--- src/rtl/id_ctrl_stage.sv ---
// Instruction-decode stage: IF/ID register, opcode decode, load-use stall and EX flush into ID/EX.
// Optional feature macro ILLEGAL_TRAP_EN: unknown opcodes reach ID/EX as a valid slot flagged by illegal_o.
module id_ctrl_stage #(
    parameter int                 INSN_W   = 32,
    parameter logic [INSN_W-1:0]  NOP_INSN = 32'h00000013
) (
    input  logic              clk_i,
    input  logic              rst_i,
    input  logic              if_valid_i,
    input  logic [INSN_W-1:0] if_instr_i,
    output logic              if_ready_o,
    input  logic              flush_i,
    output logic              ex_valid_o,
    output logic [1:0]        ALUOp_o,
    output logic [3:0]        funct_o,
    output logic              RegWrite_o,
    output logic              MemRead_o,
    output logic              MemWrite_o,
    output logic              MemtoReg_o,
    output logic              ALUSrc_o,
    output logic              Branch_o,
    output logic [4:0]        rs1_o,
    output logic [4:0]        rs2_o,
    output logic [4:0]        rd_o,
`ifdef ILLEGAL_TRAP_EN
    output logic              illegal_o,
`endif
    output logic              hazard_o
);

    localparam logic [6:0] OP_R      = 7'b0110011;
    localparam logic [6:0] OP_I      = 7'b0010011;
    localparam logic [6:0] OP_LOAD   = 7'b0000011;
    localparam logic [6:0] OP_STORE  = 7'b0100011;
    localparam logic [6:0] OP_BRANCH = 7'b1100011;

    logic [INSN_W-1:0] r_ifid_instr;
    logic              r_ifid_valid;

    logic              r_ex_valid;
    logic [1:0]        r_aluop;
    logic [3:0]        r_funct;
    logic              r_reg_write, r_mem_read, r_mem_write, r_mem_to_reg, r_alu_src, r_branch;
    logic [4:0]        r_rs1, r_rs2, r_rd;

    logic [6:0] w_opcode;
    logic [2:0] w_f3;
    logic       w_b30;
    logic [4:0] w_rs1, w_rs2, w_rd;
    logic       w_unused;

    assign w_opcode = r_ifid_instr[6:0];
    assign w_rd     = r_ifid_instr[11:7];
    assign w_f3     = r_ifid_instr[14:12];
    assign w_rs1    = r_ifid_instr[19:15];
    assign w_rs2    = r_ifid_instr[24:20];
    assign w_b30    = r_ifid_instr[30];
    assign w_unused = ^{r_ifid_instr[INSN_W-1:31], r_ifid_instr[29:25]};

    logic       w_known, w_use_rs1, w_use_rs2;
    logic [1:0] w_aluop;
    logic [3:0] w_funct;
    logic       w_reg_write, w_mem_read, w_mem_write, w_mem_to_reg, w_alu_src, w_branch;

    always_comb begin
        w_known      = 1'b0;
        w_use_rs1    = 1'b0;
        w_use_rs2    = 1'b0;
        w_aluop      = 2'b00;
        w_funct      = 4'b0000;
        w_reg_write  = 1'b0;
        w_mem_read   = 1'b0;
        w_mem_write  = 1'b0;
        w_mem_to_reg = 1'b0;
        w_alu_src    = 1'b0;
        w_branch     = 1'b0;
        case (w_opcode)
            OP_R: begin
                w_known     = 1'b1;
                w_use_rs1   = 1'b1;
                w_use_rs2   = 1'b1;
                w_aluop     = 2'b10;
                w_funct     = {w_b30, w_f3};
                w_reg_write = 1'b1;
            end
            OP_I: begin
                // Only SRAI carries instr[30] into funct; other I-type immediates would alias SUB/SRA.
                w_known     = 1'b1;
                w_use_rs1   = 1'b1;
                w_aluop     = 2'b11;
                w_funct     = (w_f3 == 3'b101 && w_b30) ? 4'b1101 : {1'b0, w_f3};
                w_reg_write = 1'b1;
                w_alu_src   = 1'b1;
            end
            OP_LOAD: begin
                w_known      = 1'b1;
                w_use_rs1    = 1'b1;
                w_reg_write  = 1'b1;
                w_alu_src    = 1'b1;
                w_mem_read   = 1'b1;
                w_mem_to_reg = 1'b1;
            end
            OP_STORE: begin
                w_known     = 1'b1;
                w_use_rs1   = 1'b1;
                w_use_rs2   = 1'b1;
                w_alu_src   = 1'b1;
                w_mem_write = 1'b1;
            end
            OP_BRANCH: begin
                w_known   = 1'b1;
                w_use_rs1 = 1'b1;
                w_use_rs2 = 1'b1;
                w_aluop   = 2'b01;
                w_branch  = 1'b1;
            end
            default: ;
        endcase
    end

    logic w_hazard, w_load_slot, w_dec_en, w_slot_valid;

    assign w_hazard = r_ex_valid & r_mem_read & (r_rd != 5'd0) & r_ifid_valid &
                      ((w_use_rs1 & (w_rs1 == r_rd)) | (w_use_rs2 & (w_rs2 == r_rd)));

    // Handshake: IF transfers on a cycle where if_valid_i & if_ready_o; ready drops only for a
    // load-use stall, and a flush forces ready high while the offered instruction is dropped.
    assign hazard_o   = w_hazard & ~flush_i;
    assign if_ready_o = ~hazard_o;

    assign w_load_slot = r_ifid_valid & ~w_hazard & ~flush_i;
    assign w_dec_en    = w_load_slot & w_known;
`ifdef ILLEGAL_TRAP_EN
    assign w_slot_valid = w_load_slot;
`else
    assign w_slot_valid = w_dec_en;
`endif

    always_ff @(posedge clk_i) begin
        if (rst_i || flush_i) begin
            r_ifid_instr <= NOP_INSN;
            r_ifid_valid <= 1'b0;
        end else if (!w_hazard) begin
            r_ifid_valid <= if_valid_i;
            if (if_valid_i) begin
                r_ifid_instr <= if_instr_i;
            end
        end
    end

    // Bubbles, invalid slots and unknown opcodes all register zero control and indices.
    always_ff @(posedge clk_i) begin
        if (rst_i) begin
            r_ex_valid   <= 1'b0;
            r_aluop      <= 2'b00;
            r_funct      <= 4'b0000;
            r_reg_write  <= 1'b0;
            r_mem_read   <= 1'b0;
            r_mem_write  <= 1'b0;
            r_mem_to_reg <= 1'b0;
            r_alu_src    <= 1'b0;
            r_branch     <= 1'b0;
            r_rs1        <= 5'd0;
            r_rs2        <= 5'd0;
            r_rd         <= 5'd0;
        end else begin
            r_ex_valid   <= w_slot_valid;
            r_aluop      <= w_dec_en ? w_aluop : 2'b00;
            r_funct      <= w_dec_en ? w_funct : 4'b0000;
            r_reg_write  <= w_dec_en & w_reg_write;
            r_mem_read   <= w_dec_en & w_mem_read;
            r_mem_write  <= w_dec_en & w_mem_write;
            r_mem_to_reg <= w_dec_en & w_mem_to_reg;
            r_alu_src    <= w_dec_en & w_alu_src;
            r_branch     <= w_dec_en & w_branch;
            r_rs1        <= w_dec_en ? w_rs1 : 5'd0;
            r_rs2        <= w_dec_en ? w_rs2 : 5'd0;
            r_rd         <= w_dec_en ? w_rd  : 5'd0;
        end
    end

`ifdef ILLEGAL_TRAP_EN
    logic r_illegal;
    always_ff @(posedge clk_i) begin
        if (rst_i) begin
            r_illegal <= 1'b0;
        end else begin
            r_illegal <= w_load_slot & ~w_known;
        end
    end
    assign illegal_o = r_illegal;
`endif

    assign ex_valid_o = r_ex_valid;
    assign ALUOp_o    = r_aluop;
    assign funct_o    = r_funct;
    assign RegWrite_o = r_reg_write;
    assign MemRead_o  = r_mem_read;
    assign MemWrite_o = r_mem_write;
    assign MemtoReg_o = r_mem_to_reg;
    assign ALUSrc_o   = r_alu_src;
    assign Branch_o   = r_branch;
    assign rs1_o      = r_rs1;
    assign rs2_o      = r_rs2;
    assign rd_o       = r_rd;

endmodule

--- config.mk ---
export PLATFORM = sky130hd
export DESIGN_NAME = id_ctrl_stage
export DESIGN_NICKNAME = d
export VERILOG_FILES = /design/src/rtl/id_ctrl_stage.sv
export SDC_FILE = /design/constraint.sdc
export NUM_CORES = 1
export LEC_CHECK = 0
export CELL_PAD_IN_SITES_DETAIL_PLACEMENT = 0
export CELL_PAD_IN_SITES_GLOBAL_PLACEMENT = 1
export CORE_MARGIN = 2
export CORE_UTILIZATION = 29
export DETAILED_ROUTE_END_ITERATION = 10
export DONT_BUFFER_PORTS = 1
export PLACE_DENSITY = 0.54
export SLEW_MARGIN = 40
export SYNTH_ARGS = -nofsm -noshare
export SYNTH_HDL_FRONTEND = slang
export SYNTH_SLANG_ARGS = --single-unit
--- constraint.sdc ---
create_clock -name clk_i -period 2.3 [get_ports clk_i]
set_clock_uncertainty 0.1 [all_clocks]
set_input_delay 0.23 -clock clk_i [delete_from_list [all_inputs] [get_ports clk_i]]
set_output_delay 0.23 -clock clk_i [all_outputs]
set_load 0.01 [all_outputs]
==> impl_metrics.py <==
metrics = {
    "status": {
        "status": "finished, final reports clean",
    },
    "power_and_ir_drop": {
        "switching_power_uw": 501,
        "internal_power_uw": 1370,
        "combPwrFrac": 0.139,
        "p_total_uw": 1870,
        "clkPwrFrac": 0.333,
        "seq_power_share": 0.528,
        "vdd_drop_max_mv": 0.229,
        "power_leakage_uw": 0.000994,
        "powerDensity_mw_per_mm2": 676,
        "p_sw_frac": 0.267,
    },
    "global_route": {
        "grtUsageMet1": 0.246,
        "met2_usage": 0.261,
        "grt_max_degree": 24,
        "grt_use_total": 0.171,
        "grt.busiest_layer": "met2",
        "grt-ovfl-total": 0,
        "met3_usage": 0.0377,
        "antenna_found_initial": 0,
        "grt_pass1_wl_mm": 11.6,
        "grt_pass1_vias": 2062,
    },
    "logic_synthesis": {
        "ys_async_sr_fraction": 0,
        "synth_cell_type_count": 35,
        "yosysSeqAreaShare": 0.457,
        "synth_nets": 301,
        "syn_avg_cell_area_um2": 8.93,
        "syn_area_mm2": 0.00237,
        "synthCells": 265,
        "synth_flop_cell": "dfxtp_1",
        "synth_edf_count": 0,
        "yosysWarnings": 0,
        "ys_ff_latch": 54,
    },
    "sta": {
        "max_freq_mhz": 455,
        "slew-limit-headroom": 0.778,
        "report.final.setup_viol": 0,
        "grt_setup_unrepaired": "true",
        "holdWs_ns": 0.109,
        "period_share": 0.955,
        "worstMarginPinSlew_ns": 0.333,
        "maxSlewViolCount": 0,
        "finalHoldViolations": 0,
        "period_needed_ns": 2.20,
    },
    "setup_path": {
        "critPathRequiredTime_ns": 1.97,
        "path_class": "register to primary output",
        "critPathLaunchType": "register",
        "crit_fanout": 6,
        "worstPathArrival_ns": 1.87,
        "worstPathCellList": "a21boi_1 -> nand4_1 -> nor4_4 -> o21a_2 -> nand2b_1",
        "cpPeakStageDelay_ns": 0.39,
        "end_kind": "primary output",
        "cp_slowest_cell": "nor4_4",
    },
    "cells_and_area": {
        "drive_gt1_frac": 0.173,
        "final_cell_mix": "54 x dfxtp_1, 43 x nor3_1, 31 x buf_4",
        "fillers": 842,
        "fin_util": 0.355,
        "flow.area_growth_from_synthesis_pct": 17.2,
        "final_common_cell": "dfxtp_1",
        "layout.nets": 319,
        "antenna_cells": 0,
    },
    "clocking": {
        "cts_buffers": 5,
        "cts_num_sinks": 54,
        "cts_root_buffer": "clkbuf_8",
        "clk_pin_slew_ns": 0.10,
        "clock_latency_ns": 0.31,
        "htree_levels": 2,
        "cts_tree": "done",
        "cts_max_path_buffers": 2,
    },
    "floorplanning": {
        "row_count": 32,
        "die_area_mm2": 0.00890,
        "start_util": 0.303,
        "core-area_mm2": 0.00781,
        "fp.dieH_um": 94.3,
        "io_pins": 66,
        "die_x_um": 94.3,
    },
    "routing": {
        "viasPerCell": 5.53,
        "vias": 2135,
        "drtIter0Drc": 112,
        "drc_errors": 0,
        "dr.pass1.iters": 4,
        "routedWlPerCell_um": 19.0,
        "routed_wirelength_mm": 7.33,
        "antenna_left": 0,
    },
    "placement": {
        "gp_congestion": 0.729,
        "port_buffers": 0,
        "place_hpwl_mm": 5.06,
    },
    "hold_path": {
        "hold_class": "input pin to register",
    },
    "job": {
        "max_cap_violations": 0,
    },
}
-- power groups by stage --
stage	clock, µW	combinational, µW	sequential (µW)
after floorplan	0	172	1010
after global placement	0	245	1010
after detailed placement	0	247	1010
after CTS	645	258	990
after global routing	690	287	995
final	624	260	990
-- synth_stat cells (all sizes together), types with 3 or more instances --
| cell type | number | area [µm²] |
|---|---|---|
| dfxtp | 54 | 1080 |
| clkbuf | 14 | 52.6 |
| nor2 | 9 | 33.8 |
| o32ai | 18 | 158 |
| buf | 10 | 70.1 |
| nand2 | 27 | 101 |
| a21oi | 3 | 15.0 |
| inv | 20 | 75.1 |
| xor2 | 5 | 43.8 |
| nor3 | 43 | 215 |
| xnor2 | 5 | 43.8 |
| nor4 | 7 | 58.8 |
| a311o | 21 | 210 |
| o21ai | 4 | 20.0 |
| nand3 | 5 | 25.0 |
-- flip-flops by register name, indices dropped and copies added, names as in the netlist --
name	cells
r_ifid_instr	26
rd_o	5
rs1_o	5
rs2_o	5
funct_o	4
ALUOp_o	2
ALUSrc_o	1
Branch_o	1
MemWrite_o	1
MemtoReg_o	1
RegWrite_o	1
ex_valid_o	1
r_ifid_valid	1
-- metrics by stage --
stage / cell area (µm²) / TNS [ns] / instances / worst slack [ns]
floorplan: 2370 / 0 / 265 / 0.327
global placement: 2610 / 0 / 374 / 0.203
detailed placement: 2610 / 0 / 374 / 0.185
CTS: 2760 / 0 / 386 / 0.0416
global route: 2770 / -0.0282 / 386 / -0.0282
finish: 2770 / 0 / 386 / 0.105
-- cell families (layout without fill, tap and decap cells) --
logic type / after synthesis / count (layout) / synth area share
AOI/OAI and AO/OA: 57 / 57 / 0.211
xor gates and xnor gates: 10 / 10 / 0.0370
buffers and inverters: 44 / 63 / 0.0835
DFF: 54 / 54 / 0.457
and+or+nand+nor: 100 / 100 / 0.212
-- critical path: cells and delay by family, from the launching register on --
| kind | cells | cell delay [ns] |
|---|---|---|
| AND/OR/NAND/NOR | 3 | 0.68 |
| AO/OA/AOI/OAI | 2 | 0.52 |
| flip-flops | 1 | 0.36 |
-- routing by layer --
layer / vias up / share of wire / routed length (µm)
met4: 0 / 0.0089 / 65
met3: 6 / 0.065 / 473
met2: 78 / 0.46 / 3340
met1: 1031 / 0.47 / 3450
met5: - / 0 / 0
li1: 1020 / - / -
-- worst paths after layout --
kind | cells past startpoint | to | from | slack [ns]
worst max-delay path | 5 | if_ready_o | r_ifid_instr[5] | 0.10
worst min-delay path | 2 | r_ifid_instr[3] | if_valid_i | 0.11
worst max register to register | 7 | r_ifid_instr[18] | r_ifid_instr[5] | 0.18
worst min register to register | 2 | funct_o[1] | r_ifid_instr[13] | 0.37
-- layout make-up --
class | count | area, µm² | area share
Clock buffer | 8 | 110 | 0.0397
Inverter | 20 | 75.1 | 0.0271
Multi-Input combinational cell | 167 | 1110 | 0.399
Sequential cell | 54 | 1080 | 0.390
Tap cell | 102 | 128 | 0.0460
Timing Repair Buffer | 35 | 273 | 0.0983
-- timing repair --
action                                  in CTS  in global routing
hold endpoints to repair                     4                  0
resized for setup                            3                  4
endpoints found under the setup margin       2                  2
setup buffers                                0                  0
hold buffers                                 4                  0
pin swaps                                    1                  0
(Power assumes the default switching activity.)
